[src/rtl/multicycle_controller.sv]
// Multicycle RV32I main control FSM driving datapath muxes, ALU op and memory strobes.
// Latency: R/I/store 4 cycles, load 5, BEQ 3 with zero wait states; each wait state adds one.
// Backpressure: holds FETCH/MEM_RD/MEM_WR until mem_ready, traps after MEM_TIMEOUT idle cycles.
module multicycle_controller #(
    parameter int MEM_TIMEOUT = 16,
    parameter int CNT_W       = 5
) (
    input  logic       clk,
    input  logic       rst,
    input  logic [6:0] opcode,
    input  logic       mem_ready,
    input  logic       alu_zero,
    output logic       i_mem_req,
    output logic       d_mem_read,
    output logic       d_mem_write,
    output logic       ir_write,
    output logic       pc_write,
    output logic       pc_src,
    output logic [1:0] alu_src_a,
    output logic [1:0] alu_src_b,
    output logic [1:0] alu_op,
    output logic       mem_to_reg,
    output logic       reg_write,
    output logic       illegal_op,
    output logic       mem_fault,
    output logic [3:0] state
);

    typedef enum logic [3:0] {
        FETCH    = 4'd0,
        DECODE   = 4'd1,
        EXEC_R   = 4'd2,
        EXEC_I   = 4'd3,
        MEM_ADDR = 4'd4,
        MEM_RD   = 4'd5,
        MEM_WR   = 4'd6,
        WB_MEM   = 4'd7,
        WB_ALU   = 4'd8,
        BRANCH   = 4'd9,
        TRAP     = 4'd10
    } state_t;

    localparam logic [6:0] OP_R     = 7'b0110011;
    localparam logic [6:0] OP_I     = 7'b0010011;
    localparam logic [6:0] OP_LOAD  = 7'b0000011;
    localparam logic [6:0] OP_STORE = 7'b0100011;
    localparam logic [6:0] OP_BEQ   = 7'b1100011;
    localparam logic [CNT_W-1:0] CNT_LAST = CNT_W'(MEM_TIMEOUT - 1);

    state_t           cur, nxt;
    logic [CNT_W-1:0] cnt, cnt_nxt;
    logic             ill_r, flt_r;
    logic             set_ill, set_flt;
    logic             waiting, timeout;

    always_ff @(posedge clk) begin
        if (rst) begin
            cur   <= FETCH;
            cnt   <= '0;
            ill_r <= 1'b0;
            flt_r <= 1'b0;
        end else begin
            cur <= nxt;
            cnt <= cnt_nxt;
            if (set_ill) ill_r <= 1'b1;
            if (set_flt) flt_r <= 1'b1;
        end
    end

    always_comb begin
        nxt         = cur;
        set_ill     = 1'b0;
        set_flt     = 1'b0;
        i_mem_req   = 1'b0;
        d_mem_read  = 1'b0;
        d_mem_write = 1'b0;
        ir_write    = 1'b0;
        pc_write    = 1'b0;
        pc_src      = 1'b0;
        alu_src_a   = 2'd0;
        alu_src_b   = 2'd0;
        alu_op      = 2'b00;
        mem_to_reg  = 1'b0;
        reg_write   = 1'b0;
        waiting     = (cur == FETCH) || (cur == MEM_RD) || (cur == MEM_WR);
        // a completing handshake on the last allowed cycle beats the timeout
        timeout     = waiting && !mem_ready && (cnt == CNT_LAST);

        case (cur)
            FETCH: begin
                i_mem_req = 1'b1;
                alu_src_b = 2'd1;
                alu_op    = 2'b01;
                if (mem_ready) begin
                    ir_write = 1'b1;
                    pc_write = 1'b1;
                    nxt      = DECODE;
                end else if (timeout) begin
                    nxt     = TRAP;
                    set_flt = 1'b1;
                end
            end
            DECODE: begin
                alu_src_a = 2'd2;
                alu_src_b = 2'd2;
                alu_op    = 2'b01;
                case (opcode)
                    OP_R:              nxt = EXEC_R;
                    OP_I:              nxt = EXEC_I;
                    OP_LOAD, OP_STORE: nxt = MEM_ADDR;
                    OP_BEQ:            nxt = BRANCH;
                    default: begin
                        nxt     = TRAP;
                        set_ill = 1'b1;
                    end
                endcase
            end
            EXEC_R: begin
                alu_src_a = 2'd1;
                alu_src_b = 2'd0;
                alu_op    = 2'b10;
                nxt       = WB_ALU;
            end
            EXEC_I: begin
                alu_src_a = 2'd1;
                alu_src_b = 2'd2;
                alu_op    = 2'b00;
                nxt       = WB_ALU;
            end
            MEM_ADDR: begin
                alu_src_a = 2'd1;
                alu_src_b = 2'd2;
                alu_op    = 2'b01;
                nxt       = (opcode == OP_LOAD) ? MEM_RD : MEM_WR;
            end
            MEM_RD: begin
                d_mem_read = 1'b1;
                if (mem_ready) begin
                    nxt = WB_MEM;
                end else if (timeout) begin
                    nxt     = TRAP;
                    set_flt = 1'b1;
                end
            end
            MEM_WR: begin
                d_mem_write = 1'b1;
                if (mem_ready) begin
                    nxt = FETCH;
                end else if (timeout) begin
                    nxt     = TRAP;
                    set_flt = 1'b1;
                end
            end
            WB_MEM: begin
                reg_write  = 1'b1;
                mem_to_reg = 1'b1;
                nxt        = FETCH;
            end
            WB_ALU: begin
                reg_write = 1'b1;
                nxt       = FETCH;
            end
            BRANCH: begin
                alu_src_a = 2'd1;
                alu_src_b = 2'd0;
                alu_op    = 2'b11;
                pc_src    = 1'b1;
                pc_write  = alu_zero;
                nxt       = FETCH;
            end
            TRAP:    nxt = TRAP;
            default: nxt = TRAP;
        endcase

        if (nxt != cur)
            cnt_nxt = '0;
        else if (waiting && !mem_ready)
            cnt_nxt = cnt + CNT_W'(1);
        else
            cnt_nxt = cnt;

        // strobes stay quiet while reset is held, even with mem_ready high in FETCH
        if (rst) begin
            i_mem_req   = 1'b0;
            d_mem_read  = 1'b0;
            d_mem_write = 1'b0;
            ir_write    = 1'b0;
            pc_write    = 1'b0;
            pc_src      = 1'b0;
            alu_src_a   = 2'd0;
            alu_src_b   = 2'd0;
            alu_op      = 2'b00;
            mem_to_reg  = 1'b0;
            reg_write   = 1'b0;
        end
    end

    assign illegal_op = ill_r;
    assign mem_fault  = flt_r;
    assign state      = cur;

endmodule

[config.mk]
export PLATFORM = sky130hd
export DESIGN_NAME = multicycle_controller
export DESIGN_NICKNAME = d
export VERILOG_FILES = /design/src/rtl/multicycle_controller.sv
export SDC_FILE = /design/constraint.sdc
export NUM_CORES = 1
export LEC_CHECK = 0
export BUFFER_PORTS_ARGS = -buffer_cell sky130_fd_sc_hd__buf_2
export CORE_MARGIN = 2
export CORE_UTILIZATION = 50
export CTS_BUF_LIST = sky130_fd_sc_hd__clkbuf_16
export DETAILED_ROUTE_END_ITERATION = 8
export PLACE_DENSITY = 0.83
export SLEW_MARGIN = 30
export SYNTH_ARGS = -nofsm -noshare
export SYNTH_HDL_FRONTEND = slang
export SYNTH_SLANG_ARGS = --single-unit
export TNS_END_PERCENT = 50
[constraint.sdc]
create_clock -name clk -period 2.7 [get_ports clk]
set_input_delay 0.54 -clock clk [delete_from_list [all_inputs] [get_ports clk]]
set_output_delay 0.54 -clock clk [all_outputs]
set_load 0.01 [all_outputs]
# --- Yosys cells after proc, flatten, opt, wreduce, memory -nomap -nowiden ---
# Index checks and enable logic that the tools add are counted.
totals:
  n_memories: 0
  latch_bits: 0
  rom_bits: 0
  reg_bits: 11
  inputBits: 11
  elab_cells: 72
  output_inout_bits: 20
  ramBits: 0
op_classes:
  shifts: 0
  addsub: 1
  reduce_logical: 16
  n_bitwise: 0
  eq_ne: 16
  multipliers: 0
  magnitude_cmp: 0
  muxes: 35
  div: 0
op_table:
  columns: ["cell", "count"]
  rows:
  - ["4-bit case mux with 7 select lines", 1]
  - ["1-bit two-way mux", 21]
  - ["4-bit by 3-bit == test with 1-bit output, second input constant", 4]
  - ["4-bit two-way mux", 4]
  - ["4-bit case mux with 4 select lines", 1]
  - ["7-bit by 6-bit == test with 1-bit output, second input constant", 2]
  - ["3-bit OR reduction", 4]
  - ["4-bit by 2-bit == test with 1-bit output, second input constant", 2]
  - ["4-bit == test, second input constant", 2]
  - ["2-bit two-way mux", 4]
  - ["2-bit case mux with 2 select lines", 2]
  - ["2-bit OR reduction", 4]
  - ["7-bit by 2-bit == test with 1-bit output, second input constant", 1]
  - ["7-bit by 5-bit == test with 1-bit output, second input constant", 1]
  - ["7-bit == test, second input constant", 1]
  - ["2-bit case mux with 3 select lines", 1]
  - ["5-bit by 1-bit adder with 5-bit output, second input constant", 1]
  - ["5-bit by 4-bit == test with 1-bit output, second input constant", 1]
  - ["5-bit OR reduction", 1]
  - ["4-bit by 1-bit == test with 1-bit output, second input constant", 1]
  - ["4-bit logical NOT", 1]
  - ["4-bit inequality test", 1]
  - ["4-bit OR reduction", 1]
  - ["1-bit logical AND", 2]
  - ["other kinds (3)", 4]

# --- Logic depth before layout (Yosys ltp) ---
logic_depth:
  word_depth: 10
  mapped_depth: 9
  ltp_nobuf: 9

# --- Worst setup path after synthesis ---
# OpenSTA, ideal clock, no wires.
synth_path:
  path_kind: "register to output"
  start: "register cur[0], in the netlist state[0]"
  end: "output port pc_write"
  required_ns: 2.160
  n_path_buf: 2
  t_arrival_ns: 1.723
  path_stages_with_launch: 6
  setup_slack_ns: 0.437
  path_cell_list: "dfxtp_1 > buf_2 > buf_1 > nor4_1 > and2_1 > a21o_1"
synth_via:
  elab_chain_len: 3
  word_cells_on_any_way: 4
  cone_classes: "eq/ne: 1; mux: 2; reduce/logical: 1"
synth_lines:
  columns: ["item", "line", "source"]
  rows:
  - ["start, declared", "50", "state_t cur, nxt;"]
  - ["start signal, assigned", "63", "cur <= nxt;"]
  - ["4-bit == test / 4-bit logical NOT (equally long branches)", "89", "case (cur)"]
  - ["1-bit case mux with 2 select lines (*)", "89", null]
  - ["1-bit two-way mux (*)", "183", "if (rst) begin"]
  - ["end, declared", "17", "output logic pc_write,"]
# Every way passes the cells marked *; elsewhere a longest branch is shown, timed or not.

# --- Worst setup path after layout ---
layout_path:
  start: "register cur[3], in the netlist state[3]"
  end: "output port pc_write"
# Same word-level chain as after synthesis.

==> out/qor.txt <==
Worst r2r dst - cnt[4]
Clock sink count - 11
Layout area overhead - 24.0%
Gpl congestion - 0.859
I/O Pins - 31
Count of final max-slew check failures - 0
Netlist cell types - 46
Die height - 48.4 um
Largest family of logic cells by synthesized area - simple AND/OR/NAND/NOR gates
Final Skew - 0.00114 ns
Synth Register Bits - 11
DRC violations left - 0
Pin count of the biggest net entering global routing - 19
Chip Width - 48.4 um
Switching power - 0.000162 W
Fillers - 176
Synth Instances - 133
Pint - 0.000425 W
Final WL - 2.42 mm
Hold WS - 0.465 ns
Area occupied by multi-input gates - 696 um2
CP startpoint kind - flip-flop
CP endpoint kind - primary output
ANT nets after route - 0
Mapped Nets - 146
Clk_lat worst skew - 0.24 ns
Multiplexer share of the synthesized area - 4.31%
Syn avg cell area - 7.42 um2
Clk buf depth - 2
Synth Area in Simple Gates - 36.6%
Clk slew on worst S/H paths - 0.04 ns
GRT overflow - 0
Max Cap Viol - 0
Pwr per Cell Area - 480 nW/um2
IO buf count - 30
Via Count - 1064
Core area - 1900 um2
Post-Synth Adder-Cell Area - 2.53%
Initial DRT Pass Iterations - 4
Iter 0 DRT Violations - 35
Seq/Total Area, Yosys - 22.3%
Crit path DAT - 1.84 ns
Initial antenna violation count - 0
Total clock buffers created by CTS - 3
Compound-Gate Fraction of Synth Area - 21.7%
Setup TNS - 0 ns
Initial Utilization - 51.9%
Switching Fraction - 27.6%
Post-detail-place hpwl - 1.85 mm
Worst vdd ir - 460 uV
Place WS - 0.388 ns
Nets - 174
# diodes - 0
Hold Path End - illegal_op
Via density per instance - 5.69
Setup WS post-layout - 0.317 ns
First-pass GRT wire length - 4.00 mm
Reg-to-reg startpoint - cnt[0]
WP data required - 2.16 ns
Final Setup Violations - 0
GRT Overall Usage - 21.4%
RSZ-0062 raised after global routing - no
Pleak - 0.524 nW
CTS tree - done
Share of cells above drive strength 1 - 29.4%
PostCTS Resize Cnt - 0
Clock H-tree levels - 1
Warnings from Yosys - 0
Hold path start - illegal_op
Drt wl/cell - 12.9 um
Row count - 16
Register area - 220 um2
Mapped Area - 987 um2
Power share of the combinational group - 23.3%
Setup bufs post-CTS - 0
Min-Delay Path Depth - 2
Status - finished, final reports clean
Asr flop ratio synth - 0%
Clk pwr share - 45.3%
Vias in the first global route - 912
Hold Path Class - flip-flop to flip-flop
Crit Path Class - flip-flop to primary output
CP max FO - 15
Worst r2r path cells - 9
Root Buffer - clkbuf_16
EDFF count, synth - 0
R2r setup slk - 0.39 ns
Fin crit share - 88.3%
Fin. Hold Viols - 0
Slew HR - 62.6%
Post-synthesis xor/xnor area fraction - 5.32%
Slew @ Worst Pin - 0.560 ns
Max Fclk - 420 MHz
Sequential share of power - 31.4%
Main synth FF type - dfxtp_1
Die ar. - 2350 um2
Min cycle time layout - 2.38 ns
CTS Hold Buffers Added - 0
## registers in the layout, summed over array words and instances (netlist names)
name        cells
illegal_op      1
cnt             5
mem_fault       1
state           4
## routing by layer
metal  up-vias  track usage [%]  wire (um)
met5         -                0          0
met4         0             7.14         24
met3         3             5.25        127
met2        37             36.8       1220
met1       497             26.2       1040
li1        527                -          -
## per-stage QoR
| stage | total power (W) | cells | utilization [%] | instance area [um2] |
|---|---|---|---|---|
| 2_1_floorplan | 0.000284 | 133 | - | 987 |
| 3_3_place_gp | 0.000319 | 183 | 60.2 | 1140 |
| 3_5_place_dp | 0.000323 | 183 | 60.2 | 1140 |
| 4_1_cts | 0.000591 | 187 | 64.3 | 1220 |
| 5_1_grt | 0.000614 | 187 | 64.3 | 1220 |
| 6_report | 0.000587 | 187 | 64.3 | 1220 |
## power by group through the flow
stage | clock, W | combinational (W) | sequential (W)
after floorplan | 0 | 0.000105 | 0.000179
after global placement | 0 | 0.000132 | 0.000186
after detailed placement | 0 | 0.000136 | 0.000187
after CTS | 0.000270 | 0.000137 | 0.000184
after global routing | 0.000277 | 0.000151 | 0.000186
final | 0.000266 | 0.000137 | 0.000184
## layout by cell type, fill, tap and decap left out, types with 2 or more instances in the layout
| cell type | count |
|---|---|
| nor2_1 | 30 |
| buf_2 | 30 |
| dfxtp_1 | 11 |
| nor3_1 | 9 |
| nand2_1 | 6 |
| inv_1 | 5 |
| nor2b_1 | 5 |
| a21oi_1 | 5 |
| nand2b_1 | 4 |
| buf_4 | 4 |
| a211oi_1 | 3 |
| nor4_1 | 3 |
| xor2_1 | 3 |
| xnor2_1 | 3 |
| clkbuf_16 | 3 |
| mux2_2 | 2 |
| or2_2 | 2 |
| a31oi_1 | 2 |
| nor4b_1 | 2 |
| o221ai_1 | 2 |
| mux2i_1 | 2 |
| ha_1 | 2 |
## how the worst max path moves through the flow
stage,from,to,slack [ns],depth (start not counted)
final,state[3],pc_write,0.32,5
after global routing,cnt[0],cnt[4],0.13,9
after CTS,state[3],pc_write,0.33,5
after detailed placement,cnt[0],cnt[4],0.39,9
after global placement,opcode[2],cnt[4],0.44,7
after floorplan,state[0],pc_write,0.44,5
## cell type report
type,count,share of cell area (%)
clock inverters,1,0.307
clock buffers,3,6.13
multi-input cells,107,56.9
well taps,27,2.76
repair buffers,34,14.7
flip-flops and latches,11,18.0
inverters,4,1.23
## worst max-delay path, cell delays in order, from the launching register on
cell and delay, ns:
dfxtp_1 0.65, or2_0 0.37, nor4_1 0.11, and2_1 0.20
a21o_1 0.14, buf_2 0.13
## Yosys cell counts (2+ instances only)
cell type | count | area [um2]
xnor2_1 | 3 | 26.3
or2_2 | 2 | 12.5
nand2_1 | 6 | 22.5
nor2b_1 | 5 | 31.3
a21oi_1 | 5 | 25.0
mux2i_1 | 2 | 20.0
buf_1 | 3 | 11.3
o221ai_1 | 2 | 17.5
nor3_1 | 9 | 45.0
nor2_1 | 30 | 113
dfxtp_1 | 11 | 220
nor4_1 | 3 | 18.8
a31oi_1 | 2 | 12.5
clkbuf_1 | 3 | 11.3
buf_2 | 3 | 15.0
xor2_1 | 3 | 26.3
mux2_2 | 2 | 22.5
ha_1 | 2 | 25.0
inv_1 | 4 | 15.0
a211oi_1 | 3 | 22.5
nor4b_1 | 2 | 17.5
nand2b_1 | 4 | 25.0
## cell families (layout without fill, tap and decap cells)
family	Yosys count	count (layout)
compound gates	24	24
simple gates	71	71
buf+inv	15	42
mux	4	4
flops	11	11
fa+ha+maj	2	2
xor+xnor	6	6
Note: power is estimated with default switching activity, not from simulation.
